### config.mk
export PLATFORM = sky130hd
export DESIGN_NAME = vram_slot_arbiter
export DESIGN_NICKNAME = d
export VERILOG_FILES = /design/src/rtl/vram_slot_arbiter.sv
export SDC_FILE = /design/constraint.sdc
export NUM_CORES = 1
export LEC_CHECK = 0
export CAP_MARGIN = 20
export CORE_ASPECT_RATIO = 0.9
export CORE_MARGIN = 2
export CORE_UTILIZATION = 46
export CTS_BUF_LIST = sky130_fd_sc_hd__clkbuf_2
export DETAILED_ROUTE_END_ITERATION = 7
export PLACE_DENSITY_LB_ADDON = 0.1
export SYNTH_ARGS = -nofsm -noshare
export SYNTH_HDL_FRONTEND = slang
export SYNTH_SLANG_ARGS = --single-unit
### constraint.sdc
create_clock -name clk -period 8.2 [get_ports clk]
set_input_delay 2.46 -clock clk [delete_from_list [all_inputs] [get_ports clk]]
set_output_delay 2.46 -clock clk [all_outputs]
set_load 0.05 [all_outputs]
### src/rtl/vram_slot_arbiter.sv
// rtl/vram_slot_arbiter.sv - time-slot arbiter sharing the single-port VDP VRAM
// Display owns the first DISP_SLOTS slots of each cell; CPU and fill round-robin the rest.
module vram_slot_arbiter #(
  parameter int ADDR_W     = 15,
  parameter int DATA_W     = 8,
  parameter int SLOTS      = 8,
  parameter int DISP_SLOTS = 3,
  localparam int SLOT_W    = $clog2(SLOTS)
) (
  input  logic              clk,
  input  logic              reset,
  output logic [SLOT_W-1:0] slot,
  input  logic              disp_en,
  input  logic [ADDR_W-1:0] disp_addr,
  output logic              disp_valid,
  output logic [SLOT_W-1:0] disp_tag,
  output logic [DATA_W-1:0] disp_data,
  input  logic              cpu_req,
  input  logic              cpu_we,
  input  logic [ADDR_W-1:0] cpu_addr,
  input  logic [DATA_W-1:0] cpu_wdata,
  output logic              cpu_ack,
  output logic [DATA_W-1:0] cpu_rdata,
  input  logic              fill_req,
  input  logic [ADDR_W-1:0] fill_addr,
  input  logic [DATA_W-1:0] fill_wdata,
  output logic              fill_ack,
  output logic [ADDR_W-1:0] ram_addr,
  output logic              ram_we,
  output logic [DATA_W-1:0] ram_wdata,
  input  logic [DATA_W-1:0] ram_rdata
);

  typedef enum logic [1:0] {OP_NONE, OP_DISP, OP_CPU, OP_FILL} op_e;

  localparam logic [SLOT_W:0] DISP_N = (SLOT_W+1)'(DISP_SLOTS);

  op_e               pend_op;
  op_e               issue_op;
  logic              pend_rd;
  logic [SLOT_W-1:0] slot_q;
  logic [SLOT_W-1:0] pend_slot;
  logic              rr_cpu;
  logic [ADDR_W-1:0] addr_q;
  logic [DATA_W-1:0] wdata_q;
  logic [DATA_W-1:0] rdata_q;
  logic              disp_slot;
  logic              cpu_elig;
  logic              fill_elig;

  assign disp_slot = disp_en && ({1'b0, slot_q} < DISP_N);

  // A request being acked this cycle is the one that already issued; skip it.
  assign cpu_elig  = cpu_req  && (pend_op != OP_CPU);
  assign fill_elig = fill_req && (pend_op != OP_FILL);

  always_comb begin
    issue_op = OP_NONE;
    if (reset)
      issue_op = OP_NONE;
    else if (disp_slot)
      issue_op = OP_DISP;
    else if (cpu_elig && fill_elig)
      issue_op = rr_cpu ? OP_CPU : OP_FILL;
    else if (cpu_elig)
      issue_op = OP_CPU;
    else if (fill_elig)
      issue_op = OP_FILL;
  end

  // Idle cycles keep the bus at its last value so the RAM sees no spurious change.
  always_comb begin
    ram_addr  = addr_q;
    ram_wdata = wdata_q;
    ram_we    = 1'b0;
    case (issue_op)
      OP_DISP: ram_addr = disp_addr;
      OP_CPU: begin
        ram_addr = cpu_addr;
        ram_we   = cpu_we;
        if (cpu_we)
          ram_wdata = cpu_wdata;
      end
      OP_FILL: begin
        ram_addr  = fill_addr;
        ram_we    = 1'b1;
        ram_wdata = fill_wdata;
      end
      default: ;
    endcase
  end

  always_ff @(posedge clk) begin
    if (reset) begin
      slot_q    <= '0;
      pend_op   <= OP_NONE;
      pend_rd   <= 1'b0;
      pend_slot <= '0;
      rr_cpu    <= 1'b1;
      addr_q    <= '0;
      wdata_q   <= '0;
      rdata_q   <= '0;
    end else begin
      slot_q  <= slot_q + 1'b1;
      pend_op <= issue_op;
      pend_rd <= (issue_op == OP_CPU) && !cpu_we;
      if (issue_op == OP_DISP)
        pend_slot <= slot_q;
      if (issue_op == OP_CPU)
        rr_cpu <= 1'b0;
      else if (issue_op == OP_FILL)
        rr_cpu <= 1'b1;
      addr_q  <= ram_addr;
      wdata_q <= ram_wdata;
      if ((pend_op == OP_CPU) && pend_rd)
        rdata_q <= ram_rdata;
    end
  end

  // Completions are gated by reset so a discarded op never reports.
  assign slot       = slot_q;
  assign disp_valid = (pend_op == OP_DISP) && !reset;
  assign disp_tag   = pend_slot;
  assign disp_data  = disp_valid ? ram_rdata : '0;
  assign cpu_ack    = (pend_op == OP_CPU) && !reset;
  assign fill_ack   = (pend_op == OP_FILL) && !reset;
  assign cpu_rdata  = (cpu_ack && pend_rd) ? ram_rdata : rdata_q;

endmodule

==> flow_metrics.py <==
metrics = {
    "outcome": {
        "status": "finished, final reports clean",
    },
    "sta": {
        "rsz0062_at_grt": "false",
        "final.setup_skew_ps": 25.8,
        "max_freq_mhz": 130,
        "setup_violations": 0,
        "hold_slack_ps": 477,
        "tns_ps": 0,
        "relSlewSlack_pct": 25.8,
        "worst_pin_slew_ps": 1110,
        "hold_viol_final": 0,
        "period_minus_slack_ps": 7660,
        "period_share_pct": 93.5,
        "maxSlewViolCount": 0,
    },
    "grt": {
        "antenna_found_initial": 0,
        "grt_max_degree": 39,
        "track_usage_pct": 26.5,
        "overflow": 0,
        "grt_pass1_wl_um": 13600,
        "grt_pass1_vias": 2874,
    },
    "detailed_routing": {
        "drc": 0,
        "antenna_left": 0,
        "wl_um": 8380,
        "wire_per_inst_um": 17.1,
        "vias_per_cell": 6.05,
        "drt_iter0_markers": 145,
        "num_vias": 2965,
        "first_pass_iters": 5,
    },
    "power": {
        "vdd_drop_max_uv": 89.0,
        "p_leak_nw": 1.60,
        "p_per_area_nw_per_um2": 150,
    },
    "synth": {
        "syn_nets": 390,
        "avgSynthCellArea_um2": 8.23,
        "yosys.area.top_type": "dfxtp_1",
        "yosysUniqueCellTypes": 46,
        "ys_ff_latch": 41,
        "synth_edf_count": 0,
        "synth_top_area_share_pct": 31.8,
        "yosysSeqAreaShare_pct": 31.8,
        "syn-cell-area_um2": 2580,
        "synth_area_leaders": "dfxtp_1, o31ai_1, a21oi_1",
        "yosys_warnings": 0,
        "yosys_most_used_dff": "dfxtp_1",
        "async_reset_ff_share_pct": 0,
        "postSynthCellCount": 314,
    },
    "setup_path": {
        "worstPathMaxFanout": 11,
        "path_cells": "clkdlybuf4s50_1 > mux2i_1 > a21oi_1 > o21ai_1 > buf_4 > a32oi_1 > buf_12",
        "startpoint_type": "input pin",
        "path_class": "input pin to output pin",
        "crit_buf_inv": 3,
        "startpoint": "cpu_req",
        "cp.required_ps": 5740,
        "slowest_stage": "a21oi_1",
        "cpPeakStageDelay_ps": 750,
        "crit_family": "compound AO/OA/AOI/OAI gates",
        "reg2reg_from": "pend_op[1]",
        "worstPathArrival_ps": 5200,
        "crit_path_end_kind": "output pin",
    },
    "clock_network": {
        "hold_buffers": 0,
        "ctsRootBufferMaster": "clkbuf_2",
        "postCtsSetupBuffers": 0,
        "clk_latency_ps": 400,
        "clk_pin_slew_ps": 190,
        "cts_resized": 0,
        "numCtsBuffers": 5,
        "cts_max_level": 2,
        "cts_sinks": 41,
        "cts.path.max_buffers": 2,
        "cts_tree": "yes",
    },
    "layout": {
        "antennaDiodeCount": 0,
        "multi_input_area_um2": 1550,
        "regArea_um2": 821,
        "area_delta_synth_final_pct": 56.6,
        "layout_commonest_cell": "clkdlybuf4s50_1",
        "layout.nets": 498,
        "fillers": 411,
        "final_cell_mix": "clkdlybuf4s50_1, dfxtp_1, a21oi_1, nand2_1, buf_4",
        "fin_area_um2": 4050,
        "drive_above_1_share_pct": 17.7,
    },
    "placed_design": {
        "portBuffers": 123,
        "dpl_cell_area_um2": 4000,
        "globalplace.congestion": 0.788,
        "dp_hpwl_um": 5890,
    },
    "floorplan": {
        "dieArea_um2": 6230,
        "initial_core_util_pct": 48.3,
        "die_w_um": 83,
        "core_area_um2": 5350,
        "io_pins": 124,
        "rows": 25,
        "die_h_um": 75.1,
    },
    "hold_path": {
        "min_path_type": "register to register",
        "hp-start": "disp_tag[1]",
    },
    "flow_run": {
        "max-cap-violations": 0,
    },
}
[layout make-up]
class                   count  share of cell area, %
repair buffers            130                   36.6
flip-flops and latches     41                   20.3
clock inverters             2                  0.247
well taps                  67                   2.07
clock buffers               6                  0.742
inverters                  19                   1.76
multi-input cells         225                   38.3
[logic make-up after synthesis]
group / after synthesis / synth area share, %
buffers and inverters: 48 / 8.47
XOR/XNOR: 1 / 0.339
adder cells (fa/ha/maj): 1 / 0.484
multiplexers: 9 / 3.87
flip-flops: 41 / 31.8
AND/OR/NAND/NOR: 78 / 15.8
AO/OA/AOI/OAI: 136 / 39.3
[worst reg2reg max path: cells and delay by family (launching register included)]
family,cells,cell delay (ps)
flops,1,650
compound gates,4,1730
[registers in the layout, indices dropped and copies added, names as in the netlist]
signal    cells
rr_cpu        1
disp_tag      3
pend_op       2
pend_rd       1
slot          3
addr_q       15
wdata_q       8
rdata_q       8
[worst paths after layout]
kind                 endpoint  cells after the start  slack, ps
setup / recovery  ram_addr[9]                      7        540
hold / removal    disp_tag[1]                      2        480
setup reg to reg    addr_q[6]                      4       5740
hold reg to reg   disp_tag[1]                      2        480
[stage by stage]
step           setup WS, ps  total power, W  util (%)  instances
2_1_floorplan          1030        0.000388         -        314
3_3_place_gp            639        0.000516      74.7        481
3_5_place_dp            505        0.000521      74.7        481
4_1_cts                 548        0.000606      75.5        489
5_1_grt                 405        0.000635      75.6        490
6_report                537        0.000607      75.6        490
[cell usage after synthesis (7+ instances only)]
master / instances
a21oi_1: 29
a22o_1: 8
a32oi_1: 14
and2_1: 11
and3_1: 10
buf_2: 7
clkbuf_1: 14
dfxtp_1: 41
inv_1: 19
mux2_2: 8
nand2_1: 25
nand4_1: 10
nor2_1: 7
o211ai_1: 13
o21ai_0: 16
o2bb2ai_1: 9
o31ai_1: 20
[report_power, final]
group | internal [W] | switching, W
clock | 0.0000214 | 0.0000655
combinational | 0.000129 | 0.000168
sequential | 0.000214 | 0.00000994
[metal layers]
metal  share of wire [%]  GRT usage [%]  vias to the layer above
li1                    -              -                     1426
met1                  45           34.8                     1417
met2                  49           45.8                      118
met3                 5.8           4.61                        4
met4                0.37           7.65                        0
met5                   0              0                        -
(Power assumes the default switching activity.)
